==> src/rtl/cpu_pkg.sv <==
// ----------------------------------------------------------------------------
// cpu_pkg
// Shared encodings for the memory access unit:
//   mem_size_e  - MemWrite store-size codes (also reused as the access size)
//   load_type_e - LoadType load-format codes
//   mau_state_e - memory access FSM states
// Helpers:
//   load_size()     - access size implied by a LoadType code
//   is_misaligned() - alignment check for a given size and address low bits
// ----------------------------------------------------------------------------
package cpu_pkg;

   typedef enum logic [1:0] {
      MW_NONE = 2'b00,
      MW_BYTE = 2'b01,
      MW_HALF = 2'b10,
      MW_WORD = 2'b11
   } mem_size_e;

   typedef enum logic [2:0] {
      LT_LB  = 3'b000,
      LT_LH  = 3'b001,
      LT_LW  = 3'b010,
      LT_LBU = 3'b100,
      LT_LHU = 3'b101
   } load_type_e;

   typedef enum logic {
      ST_IDLE = 1'b0,
      ST_WAIT = 1'b1
   } mau_state_e;

   // Unlisted load codes behave as a word load.
   function automatic logic [1:0] load_size(input logic [2:0] lt);
      case (lt)
         LT_LB, LT_LBU: return MW_BYTE;
         LT_LH, LT_LHU: return MW_HALF;
         default:       return MW_WORD;
      endcase
   endfunction

   function automatic logic is_misaligned(input logic [1:0] size,
                                          input logic [1:0] addr_lo);
      case (size)
         MW_HALF: return addr_lo[0];
         MW_WORD: return (addr_lo != 2'b00);
         default: return 1'b0;
      endcase
   endfunction

endpackage

==> src/rtl/mem_access_unit_if.sv <==
// ----------------------------------------------------------------------------
// mem_access_unit_if
// Memory-side bus between the access unit (master) and the memory (slave).
//   mem_req/mem_we       request and write enable (master -> slave)
//   mem_addr             word-aligned address
//   mem_wdata/mem_wstrb  lane-replicated store data and byte strobes
//   mem_ready            one-cycle completion pulse (slave -> master)
//   mem_rdata            read word, valid with mem_ready
// ----------------------------------------------------------------------------
interface mem_access_unit_if;
   logic        mem_req;
   logic        mem_we;
   logic [31:0] mem_addr;
   logic [31:0] mem_wdata;
   logic [3:0]  mem_wstrb;
   logic        mem_ready;
   logic [31:0] mem_rdata;

   modport master (
      output mem_req, mem_we, mem_addr, mem_wdata, mem_wstrb,
      input  mem_ready, mem_rdata
   );

   modport slave (
      input  mem_req, mem_we, mem_addr, mem_wdata, mem_wstrb,
      output mem_ready, mem_rdata
   );
endinterface

==> src/rtl/load_formatter.sv <==
// ----------------------------------------------------------------------------
// load_formatter
// Combinational load-result formatting: picks the byte or half lane selected
// by the address low bits and sign- or zero-extends it to 32 bits.
//   i_rdata      read word from memory
//   i_addr_lo    effective address bits [1:0]
//   i_load_type  LoadType code (unlisted codes pass the word through)
//   o_data       formatted 32-bit load value
// ----------------------------------------------------------------------------
module load_formatter
   import cpu_pkg::*;
(
   input  logic [31:0] i_rdata,
   input  logic [1:0]  i_addr_lo,
   input  logic [2:0]  i_load_type,
   output logic [31:0] o_data
);

   logic [7:0]  w_byte;
   logic [15:0] w_half;

   always_comb begin
      w_byte = i_rdata[7:0];
      case (i_addr_lo)
         2'b00:   w_byte = i_rdata[7:0];
         2'b01:   w_byte = i_rdata[15:8];
         2'b10:   w_byte = i_rdata[23:16];
         default: w_byte = i_rdata[31:24];
      endcase
   end

   assign w_half = i_addr_lo[1] ? i_rdata[31:16] : i_rdata[15:0];

   always_comb begin
      o_data = i_rdata;
      case (i_load_type)
         LT_LB:   o_data = {{24{w_byte[7]}}, w_byte};
         LT_LBU:  o_data = {24'h000000, w_byte};
         LT_LH:   o_data = {{16{w_half[15]}}, w_half};
         LT_LHU:  o_data = {16'h0000, w_half};
         default: o_data = i_rdata;
      endcase
   end

endmodule

==> src/rtl/mem_access_unit.sv <==
// ----------------------------------------------------------------------------
// mem_access_unit
// MEM-stage load/store unit. Turns an EX/MEM access into a registered
// request on the memory bus, stalls the pipeline until mem_ready, formats
// store data/strobes and load results, and flags misaligned accesses and
// bus timeouts.
//   clk, rst              clock; asynchronous active-high reset
//   flush                 squashes the current access result
//   MemRead/MemWrite      load request / store size
//   LoadType              load format
//   Read_data_2, rd_data  store data, effective address
//   bus                   memory bus (master side)
//   stall                 holds upstream stages and EX/MEM
//   load_data, mem_done   formatted load result and completion pulse
//   misaligned, bus_err   exception pulses
// ----------------------------------------------------------------------------
module mem_access_unit
   import cpu_pkg::*;
#(
   parameter int unsigned TIMEOUT_CYCLES = 255
) (
   input  logic               clk,
   input  logic               rst,
   input  logic               flush,
   input  logic               MemRead,
   input  logic [1:0]         MemWrite,
   input  logic [2:0]         LoadType,
   input  logic [31:0]        Read_data_2,
   input  logic [31:0]        rd_data,
   mem_access_unit_if.master  bus,
   output logic               stall,
   output logic [31:0]        load_data,
   output logic               mem_done,
   output logic               misaligned,
   output logic               bus_err
);

   localparam logic [7:0] TIMEOUT_LAST = 8'(TIMEOUT_CYCLES - 1);

   mau_state_e  r_state,      w_state_next;
   logic [7:0]  r_cnt,        w_cnt_next;
   logic        r_squash,     w_squash_next;
   logic        r_mem_req,    w_mem_req_next;
   logic        r_mem_we,     w_mem_we_next;
   logic [31:0] r_mem_addr,   w_mem_addr_next;
   logic [31:0] r_mem_wdata,  w_mem_wdata_next;
   logic [3:0]  r_mem_wstrb,  w_mem_wstrb_next;
   logic [1:0]  r_addr_lo,    w_addr_lo_next;
   logic [2:0]  r_load_type,  w_load_type_next;

   logic        w_is_store;
   logic        w_active;
   logic [1:0]  w_size;
   logic        w_misaligned;
   logic [31:0] w_wdata;
   logic [3:0]  w_wstrb;
   logic [31:0] w_fmt_data;
   logic        w_squash_eff;

   // A store takes priority over a simultaneous load request.
   assign w_is_store   = (MemWrite != MW_NONE);
   assign w_active     = w_is_store | MemRead;
   assign w_size       = w_is_store ? MemWrite : load_size(LoadType);
   assign w_misaligned = w_active & is_misaligned(w_size, rd_data[1:0]);

   // Store data replicated across all lanes; strobes pick the live lanes.
   always_comb begin
      w_wdata = Read_data_2;
      w_wstrb = 4'b0000;
      case (MemWrite)
         MW_BYTE: begin
            w_wdata = {4{Read_data_2[7:0]}};
            w_wstrb = 4'b0001 << rd_data[1:0];
         end
         MW_HALF: begin
            w_wdata = {2{Read_data_2[15:0]}};
            w_wstrb = rd_data[1] ? 4'b1100 : 4'b0011;
         end
         MW_WORD: w_wstrb = 4'b1111;
         default: ;
      endcase
   end

   // A flush on the completion cycle squashes that result too.
   assign w_squash_eff = r_squash | flush;

   always_comb begin
      w_state_next     = r_state;
      w_cnt_next       = r_cnt;
      w_squash_next    = r_squash;
      w_mem_req_next   = r_mem_req;
      w_mem_we_next    = r_mem_we;
      w_mem_addr_next  = r_mem_addr;
      w_mem_wdata_next = r_mem_wdata;
      w_mem_wstrb_next = r_mem_wstrb;
      w_addr_lo_next   = r_addr_lo;
      w_load_type_next = r_load_type;
      stall            = 1'b0;
      mem_done         = 1'b0;
      misaligned       = 1'b0;
      bus_err          = 1'b0;

      case (r_state)
         ST_IDLE: begin
            w_cnt_next    = 8'd0;
            w_squash_next = 1'b0;
            if (w_active && !flush) begin
               if (w_misaligned) begin
                  misaligned = 1'b1;
               end else begin
                  stall            = 1'b1;
                  w_mem_req_next   = 1'b1;
                  w_mem_we_next    = w_is_store;
                  w_mem_addr_next  = {rd_data[31:2], 2'b00};
                  w_mem_wdata_next = w_wdata;
                  w_mem_wstrb_next = w_wstrb;
                  w_addr_lo_next   = rd_data[1:0];
                  w_load_type_next = LoadType;
                  w_state_next     = ST_WAIT;
               end
            end
         end
         ST_WAIT: begin
            stall         = !bus.mem_ready;
            w_cnt_next    = r_cnt + 8'd1;
            w_squash_next = w_squash_eff;
            if (bus.mem_ready) begin
               mem_done       = !w_squash_eff;
               w_mem_req_next = 1'b0;
               w_squash_next  = 1'b0;
               w_state_next   = ST_IDLE;
            end else if (r_cnt == TIMEOUT_LAST) begin
               bus_err        = !w_squash_eff;
               w_mem_req_next = 1'b0;
               w_squash_next  = 1'b0;
               w_state_next   = ST_IDLE;
            end
         end
         default: w_state_next = ST_IDLE;
      endcase

      // Combinational outputs must read 0 while reset is held, even if an
      // access is still being presented on the pipeline inputs.
      if (rst) begin
         stall      = 1'b0;
         mem_done   = 1'b0;
         misaligned = 1'b0;
         bus_err    = 1'b0;
      end
   end

   always_ff @(posedge clk or posedge rst) begin
      if (rst) begin
         r_state     <= ST_IDLE;
         r_cnt       <= 8'd0;
         r_squash    <= 1'b0;
         r_mem_req   <= 1'b0;
         r_mem_we    <= 1'b0;
         r_mem_addr  <= 32'd0;
         r_mem_wdata <= 32'd0;
         r_mem_wstrb <= 4'd0;
         r_addr_lo   <= 2'd0;
         r_load_type <= 3'd0;
      end else begin
         r_state     <= w_state_next;
         r_cnt       <= w_cnt_next;
         r_squash    <= w_squash_next;
         r_mem_req   <= w_mem_req_next;
         r_mem_we    <= w_mem_we_next;
         r_mem_addr  <= w_mem_addr_next;
         r_mem_wdata <= w_mem_wdata_next;
         r_mem_wstrb <= w_mem_wstrb_next;
         r_addr_lo   <= w_addr_lo_next;
         r_load_type <= w_load_type_next;
      end
   end

   assign bus.mem_req   = r_mem_req;
   assign bus.mem_we    = r_mem_we;
   assign bus.mem_addr  = r_mem_addr;
   assign bus.mem_wdata = r_mem_wdata;
   assign bus.mem_wstrb = r_mem_wstrb;

   load_formatter u_load_formatter (
      .i_rdata     (bus.mem_rdata),
      .i_addr_lo   (r_addr_lo),
      .i_load_type (r_load_type),
      .o_data      (w_fmt_data)
   );

   assign load_data = mem_done ? w_fmt_data : 32'd0;

endmodule
==> src/flat_wrapper.sv <==
// flat-port wrapper written by rule: the top's interface ports become plain ports
module mem_access_unit_flat import cpu_pkg::*;
#(
   parameter int unsigned TIMEOUT_CYCLES = 255
)
  (clk, rst, flush, MemRead, MemWrite, LoadType, Read_data_2, rd_data, stall, load_data, mem_done, misaligned, bus_err, bus_mem_req, bus_mem_we, bus_mem_addr, bus_mem_wdata, bus_mem_wstrb, bus_mem_ready, bus_mem_rdata);
  mem_access_unit_if bus_i ();
  input  logic clk;
  input  logic rst;
  input  logic flush;
  input  logic MemRead;
  input  logic [1:0] MemWrite;
  input  logic [2:0] LoadType;
  input  logic [31:0] Read_data_2;
  input  logic [31:0] rd_data;
  output logic stall;
  output logic [31:0] load_data;
  output logic mem_done;
  output logic misaligned;
  output logic bus_err;
  output wire logic [$bits(bus_i.mem_req)-1:0] bus_mem_req;
  output wire logic [$bits(bus_i.mem_we)-1:0] bus_mem_we;
  output wire logic [$bits(bus_i.mem_addr)-1:0] bus_mem_addr;
  output wire logic [$bits(bus_i.mem_wdata)-1:0] bus_mem_wdata;
  output wire logic [$bits(bus_i.mem_wstrb)-1:0] bus_mem_wstrb;
  input wire logic [$bits(bus_i.mem_ready)-1:0] bus_mem_ready;
  input wire logic [$bits(bus_i.mem_rdata)-1:0] bus_mem_rdata;
  assign bus_mem_req = bus_i.mem_req;
  assign bus_mem_we = bus_i.mem_we;
  assign bus_mem_addr = bus_i.mem_addr;
  assign bus_mem_wdata = bus_i.mem_wdata;
  assign bus_mem_wstrb = bus_i.mem_wstrb;
  assign bus_i.mem_ready = bus_mem_ready;
  assign bus_i.mem_rdata = bus_mem_rdata;
  mem_access_unit #(.TIMEOUT_CYCLES(TIMEOUT_CYCLES)) u_core (.clk(clk), .rst(rst), .flush(flush), .MemRead(MemRead), .MemWrite(MemWrite), .LoadType(LoadType), .Read_data_2(Read_data_2), .rd_data(rd_data), .bus(bus_i), .stall(stall), .load_data(load_data), .mem_done(mem_done), .misaligned(misaligned), .bus_err(bus_err));
endmodule
==> config.mk <==
export PLATFORM = sky130hd
export DESIGN_NAME = mem_access_unit_flat
export DESIGN_NICKNAME = d
export VERILOG_FILES = /design/src/rtl/cpu_pkg.sv /design/src/rtl/mem_access_unit_if.sv /design/src/rtl/load_formatter.sv /design/src/rtl/mem_access_unit.sv /design/src/flat_wrapper.sv
export SDC_FILE = /design/constraint.sdc
export NUM_CORES = 1
export LEC_CHECK = 0
export CORE_MARGIN = 4
export CORE_UTILIZATION = 40
export CTS_CLUSTER_DIAMETER = 30
export CTS_CLUSTER_SIZE = 40
export DETAILED_ROUTE_END_ITERATION = 6
export PLACE_DENSITY = 0.76
export SLEW_MARGIN = 25
export SYNTH_ARGS = -nofsm -noshare
export SYNTH_HDL_FRONTEND = slang
export SYNTH_HIERARCHICAL = 1
export SYNTH_SLANG_ARGS = --single-unit
==> constraint.sdc <==
create_clock -name clk -period 6.2 [get_ports clk]
set_clock_uncertainty 0.2 [all_clocks]
set_input_delay 1.24 -clock clk [delete_from_list [all_inputs] [get_ports clk]]
set_output_delay 1.24 -clock clk [all_outputs]
set_load 0.01 [all_outputs]
==> run metrics, run 1 <==
status finished clean; synthesis warning total 6; DRC viols 0; IO Port Bufs approximately 210; starting density of the core 41.2%; crit-path max cell delay 0.60 ns; Post-DP Area a little over 7000 sq um; post-DP HPWL around 12000 um; Max rail drop VDD about 260 uV; Final Util between 60% and 70%; io pins ~210; initial antenna violation count 0; total track usage a little over a fifth; Crit Path Max Fanout 24; CTS H-tree depth 3; Tightest Pin Transition around 0.95 ns; vias in the first global route roughly 4600; Post-synth top flop dfrtp_1; CTS tree built; die height about 120 um; Vias around 4500; # rows 40; # setup viols final 0; Max Cap Viol 0; crit-path most repeated cell clkdlybuf4s50_1; number of synthesized register bits between 80 and 90; Clock Root Buffer clkbuf_16; sequential area share after synthesis 41.6%; post-CTS setup buffer count 0; post-route ant nets 0; max-slew violation count 0; Max Fclk roughly 0.2 GHz; largest net degree at the start of global routing 84; pre-CTS WS about 1.3 ns; initial DRC count ~540; Die Wd 120 um; worst hold path type reg -> reg; worst skew pair latency around 0.33 ns; setup TNS 0 ns; RSZ-0062 raised after global routing no; # diodes 0; total chip power about 2.3 mW; Post-synth EDFFs 0; # resized after CTS 0; Final period util between 70% and 80%; Period minus WS final slightly below 5 ns; DR vias/cell between 5 and 6; post-route setup slack approximately 1.3 ns; static leakage ~3.1 nW; WP data arrival roughly 3.5 ns; Sink Count 83; DR pass1 iterations 5; Final Hold Vio Count 0; clk slew on worst S/H paths roughly 0.06 ns; WL/cell ~18 um; Inserted Clock Buffers 9; CP endpoint kind primary output; Crit Path Category in -> out; post-synthesis cell count roughly 500; Max-Slew Margin vs Limit about 37%; Worst Path Required about 4.8 ns; worst path cell trace clkdlybuf4s50_1 -> mux2_4 -> a22oi_4 -> a221oi_1 -> and2_1 -> clkdlybuf4s50_1; fin nets roughly 790; library cells used by synthesis 50; DIE AREA 14300 sq um; asr flop ratio synth between 90% and 100%; RePlAce Congestion roughly 0.95; share of layout cells above drive strength 1 around 13%; Power Density 314 nW/um^2; CP Launch Type input port; Total Routed Length between 15000 and 20000 um; Syn Area/Cell 10.3 sq um; area grow syn2layout 48.0%; cell area after layout between 7000 and 8000 sq um; slowest CP cell a22oi_4; area of the mapped netlist between 4000 and 5000 sq um; CTS Hold Buffers Added 0; fillers just over 1000; first-pass GRT wire length approximately 24000 um; Core Footprint about 12000 sq um; total gr overflow 0; deepest clock path buffer count 2
==> worst paths after layout <==
kind / from / depth (start not counted) / to / slack, ns
worst max-delay path: bus_mem_rdata[31] / 6 / load_data[15] / 1.27
worst min-delay path: u_core/r_cnt[0]$_DFF_PP0_ / 1 / u_core/r_cnt[0]$_DFF_PP0_ / 0.29
worst max register to register: u_core/r_state$_DFF_PP0_ / 5 / u_core/bus.mem_addr[17]$_DFFE_PP0P_ / 3.63
worst min register to register: u_core/r_cnt[0]$_DFF_PP0_ / 1 / u_core/r_cnt[0]$_DFF_PP0_ / 0.29
max in group asynchronous: rst / 3 / u_core/r_cnt[2]$_DFF_PP0_ / 3.94
min in group asynchronous: rst / 3 / u_core/bus.mem_req$_DFFE_PP0P_ / 1.31
==> worst max-delay path, delay by kind of cell <==
kind                   cells  cell delay [ns]
multiplexers               1             0.32
AND/OR/NAND/NOR            1             0.18
buffers and inverters      2             0.95
AO/OA/AOI/OAI              2             0.80
==> layout by cell type (no fill, tap or decap), types with 2 or more instances in the layout <==
| cell type | instances |
|---|---|
| o221ai_2 | 4 |
| ha_1 | 6 |
| o221ai_1 | 3 |
| mux2i_1 | 18 |
| mux2_4 | 7 |
| mux4_1 | 7 |
| nand3_1 | 6 |
| clkdlybuf4s50_1 | 209 |
| a22o_1 | 2 |
| or3_1 | 2 |
| o22ai_1 | 24 |
| nor3_1 | 4 |
| buf_4 | 3 |
| inv_6 | 2 |
| dfrtp_1 | 83 |
| nand2b_1 | 2 |
| a21boi_0 | 2 |
| nand2_1 | 26 |
| and2_1 | 36 |
| a21oi_1 | 21 |
| clkinv_2 | 3 |
| nor2_1 | 32 |
| conb_1 | 2 |
| nor2b_1 | 13 |
| o21ai_0 | 25 |
| clkinv_4 | 2 |
| xnor2_1 | 3 |
| inv_1 | 40 |
| a22oi_1 | 8 |
| clkbuf_16 | 9 |
| a221oi_1 | 2 |
| a311oi_1 | 7 |
| mux2_2 | 48 |
| a21o_1 | 2 |
==> cells by family after synthesis <==
family | synth area share (%)
buffers and inverters | 8.12
muxes | 20.2
other | 0.0751
DFF | 41.6
and+or+nand+nor | 12.6
xor gates and xnor gates | 0.702
AOI/OAI and AO/OA | 14.9
adders and majority gates | 1.75
==> final cells by class <==
| cell class | count | area [sq um] | share of cell area, % |
|---|---|---|---|
| Multi-Input combinational cell | 327 | 2520 | 34.1 |
| Sequential cell | 83 | 2080 | 28.1 |
| Inverter | 43 | 163 | 2.20 |
| Timing Repair Buffer | 214 | 2150 | 29.0 |
| Tap cell | 168 | 210 | 2.84 |
| Clock inverter | 7 | 52.6 | 0.711 |
| Clock buffer | 9 | 225 | 3.05 |
==> power breakdown <==
group          internal (mW)  switching (mW)  leakage, nW
Combinational          0.560           0.458         1.97
Sequential             0.696           0.106         1.00
Clock                  0.274           0.225        0.136
==> cell usage after synthesis (2+ instances only) <==
| master | count | area, sq um |
|---|---|---|
| dfrtp_1 | 83 | 2080 |
| mux2_2 | 48 | 541 |
| inv_1 | 41 | 154 |
| and2_1 | 36 | 225 |
| nor2_1 | 32 | 120 |
| nand2_1 | 26 | 97.6 |
| o21ai_0 | 25 | 125 |
| o22ai_1 | 24 | 150 |
| a21oi_1 | 21 | 105 |
| mux2i_1 | 18 | 180 |
| nor2b_1 | 13 | 81.3 |
| clkbuf_1 | 11 | 41.3 |
| a22oi_1 | 8 | 60.1 |
| buf_4 | 8 | 60.1 |
| buf_6 | 8 | 90.1 |
| a311oi_1 | 7 | 61.3 |
| ha_1 | 7 | 87.6 |
| mux2_4 | 7 | 105 |
| mux4_1 | 7 | 184 |
| nand3_1 | 6 | 30.0 |
| buf_2 | 5 | 25.0 |
| nor3_1 | 4 | 20.0 |
| o221ai_2 | 4 | 60.1 |
| o221ai_1 | 3 | 26.3 |
| xnor2_1 | 3 | 26.3 |
| a21boi_0 | 2 | 15.0 |
| a21o_1 | 2 | 15.0 |
| a221oi_1 | 2 | 17.5 |
| a22o_1 | 2 | 17.5 |
| buf_1 | 2 | 7.51 |
| nand2b_1 | 2 | 12.5 |
| or3_1 | 2 | 12.5 |
==> per-layer routing <==
| layer | vias to the layer above | global-route usage [%] | routed length (um) |
|---|---|---|---|
| met2 | 255 | 35.0 | 7130 |
| met5 | - | 0 | 0 |
| met1 | 2157 | 24.4 | 5860 |
| li1 | 2089 | - | - |
| met3 | 31 | 9.90 | 1930 |
| met4 | 0 | 7.73 | 420 |
==> sequential cells by signal, summed over array words and instances (netlist names) <==
| signal | flops |
|---|---|
| u_core/bus.mem_wstrb | 4 |
| u_core/r_squash | 1 |
| u_core/bus.mem_we | 1 |
| u_core/bus.mem_addr | 30 |
| u_core/bus.mem_wdata | 32 |
| u_core/r_addr_lo | 2 |
| u_core/r_cnt | 8 |
| u_core/r_state | 1 |
| u_core/bus.mem_req | 1 |
| u_core/r_load_type | 3 |
==> metrics by stage <==
stage | hold slack, ns | std cells
after global placement | 0.276 | 835
final | 0.293 | 851
after global routing | 0.328 | 851
after CTS | 0.295 | 851
after floorplan | 0.251 | 488
after detailed placement | 0.286 | 835
Note: power is estimated with default switching activity, not from simulation.
==> run 2: changes to the inputs <==
Settings changed: CORE_UTILIZATION 40 to 39, PLACE_DENSITY 0.76 to 0.77.
Clock period 6.2 ns to 4.32 ns, I/O delays scaled along.
==> run 2 against run 1 <==
Total power up 48%. Via count down 0.73%. Critical path depth up 1. Worst hold slack worse by 0.0063 ns. Non-clock buffer count up 5. Clock power up 61%. Sequential share of layout area down 0.28 points. Final cell count up 1.1%. Utilization down 1.6 points. Worst setup slack worse by 1.0 ns. Register-to-register slack worse by 1.5 ns. Highest routed layer unchanged. Combinational power up 44%.
==> run metrics, run 2 (synthesis results as in run 1) <==
status finished clean; io pins 212 (unchanged); initial DRC count 376 (-30%); CTS tree built; first-pass GRT wire length 24000 um (-0.88%); RePlAce Congestion 0.928 (-2.0%); Vias 4499 (-0.73%); largest net degree at the start of global routing 84 (unchanged); CTS Hold Buffers Added 0 (unchanged); WP data arrival 2.99 ns (-0.50 ns); Total Routed Length 15200 um (-0.61%); WL/cell 17.7 um (-1.6%); vias in the first global route 4720 (+2.3%); metal2 WL 7360 um (+3.2%); total gr overflow 0 (unchanged); # rows 41 (+2.5%); IO Port Bufs 209 (unchanged); Inserted Clock Buffers 9 (unchanged); DRC viols 0 (unchanged); clk slew on worst S/H paths 0.06 ns (about the same); cell area after layout 7470 sq um (+1.0%); Max-Slew Margin vs Limit 48.8% (+12 points); Final Util 59.4% (-1.6 points); Final Hold Vio Count 0 (unchanged); Core Footprint 12600 sq um (+3.8%); Largest register FFs 32 (unchanged); starting density of the core 39.7% (-1.5 points); Hold Path Stages 1 (unchanged); CP Launch Type input port; Sink Count 83 (unchanged); Top Layer Used met4; Max rail drop VDD 321 uV (+23%); Max Fclk 0.246 GHz; initial antenna violation count 0 (unchanged); Period minus WS final 4.06 ns; fillers 1064 (+2.8%); post-CTS setup buffer count 0 (unchanged); Clock Root Buffer clkbuf_16; Die Wd 121 um (+1.2%); total chip power 3.43 mW (+48%); most common cell after layout, fill and taps aside clkdlybuf4s50_1; RSZ-0062 raised after global routing no; fin nets 796 (+0.63%); DR vias/cell 5.23 (-1.8%); DR WL met3 1840 um (-4.4%); DIE AREA 14700 sq um (+2.4%); Final period util between 90% and 100%; # setup viols final 0 (unchanged); Tightest Pin Transition 0.767 ns (-0.183 ns); Reg2Reg Depth 5 (unchanged); max-slew violation count 0 (unchanged); worst skew pair latency 0.33 ns (about the same); total track usage 20.6% (-0.68 points); Worst Path Required 3.26 ns (-1.50 ns); # diodes 0 (unchanged); share of layout cells above drive strength 1 13.1% (+0.20 points); deepest clock path buffer count 2 (unchanged); worst hold path type reg -> reg; Crit Path Max Fanout 16 (-33%); Post-DP Area 7150 sq um (+0.63%); static leakage 3.15 nW (+1.2%); Post-Route M1 WL 5720 um (-2.3%); CP endpoint kind primary output; DR pass1 iterations 6 (+1); post-DP HPWL 11700 um (+1.3%); area grow syn2layout 49.5%; post-route ant nets 0 (unchanged); CTS H-tree depth 3 (unchanged); # resized after CTS 0 (unchanged); Crit Path Category in -> out; setup TNS 0 ns (unchanged); die height 121 um (+1.2%); Power Density 460 nW/um^2 (+47%); most frequent cells in the layout clkdlybuf4s50_1 (209), dfrtp_1 (83), mux2_2 (48); Max Cap Viol 0 (unchanged)
==> run 2: metrics by stage <==
step           worst slack (ns)  std cells  hold slack (ns)
6_report                  0.262        860            0.286
3_5_place_dp              0.251        844            0.278
3_3_place_gp              0.269        844            0.276
5_1_grt                   0.139        860            0.321
2_1_floorplan             0.345        488            0.251
4_1_cts                   0.250        860            0.288
==> run 2: worst paths after layout <==
| check | start | end | slack, ns |
|---|---|---|---|
| setup / recovery | bus_mem_rdata[31] | load_data[9] | 0.26 |
| setup reg to reg | u_core/r_state$_DFF_PP0_ | u_core/bus.mem_wdata[19]$_DFFE_PP0P_ | 2.14 |
| max in group asynchronous | rst | u_core/bus.mem_addr[3]$_DFFE_PP0P_ | 2.39 |
| hold / removal | u_core/r_cnt[0]$_DFF_PP0_ | u_core/r_cnt[0]$_DFF_PP0_ | 0.29 |
| hold reg to reg | u_core/r_cnt[0]$_DFF_PP0_ | u_core/r_cnt[0]$_DFF_PP0_ | 0.29 |
| min in group asynchronous | rst | u_core/bus.mem_we$_DFFE_PP0P_ | 1.00 |
==> run 2: area by class of cell <==
class	instances	area [sq um]	share of cell area, %
clock buffers	11	233	3.12
clock inverters	5	77.6	1.04
inverters	43	165	2.21
multi-input cells	327	2520	33.7
flip-flops and latches	83	2080	27.8
well taps	172	215	2.88
repair buffers	219	2180	29.2
==> run 2: power breakdown <==
group	switching, mW	total [mW]	internal [mW]
combinational	0.646	1.47	0.821
sequential	0.161	1.16	0.999
clock	0.301	0.805	0.505
total	1.11	3.43	2.33
==> run 2: worst max-delay path, cell delays in order <==
cell             delay [ns]
clkdlybuf4s50_1        0.50
mux2_4                 0.32
a22oi_4                0.34
buf_12                 0.20
o221ai_1               0.12
and2_1                 0.16
clkdlybuf4s50_1        0.48
==> run 2: metal layers <==
metal,GRT usage [%],up-vias
li1,-,2105
met1,22.8,2163
met2,35.1,205
met3,9.98,26
met4,6.37,0
met5,0,-
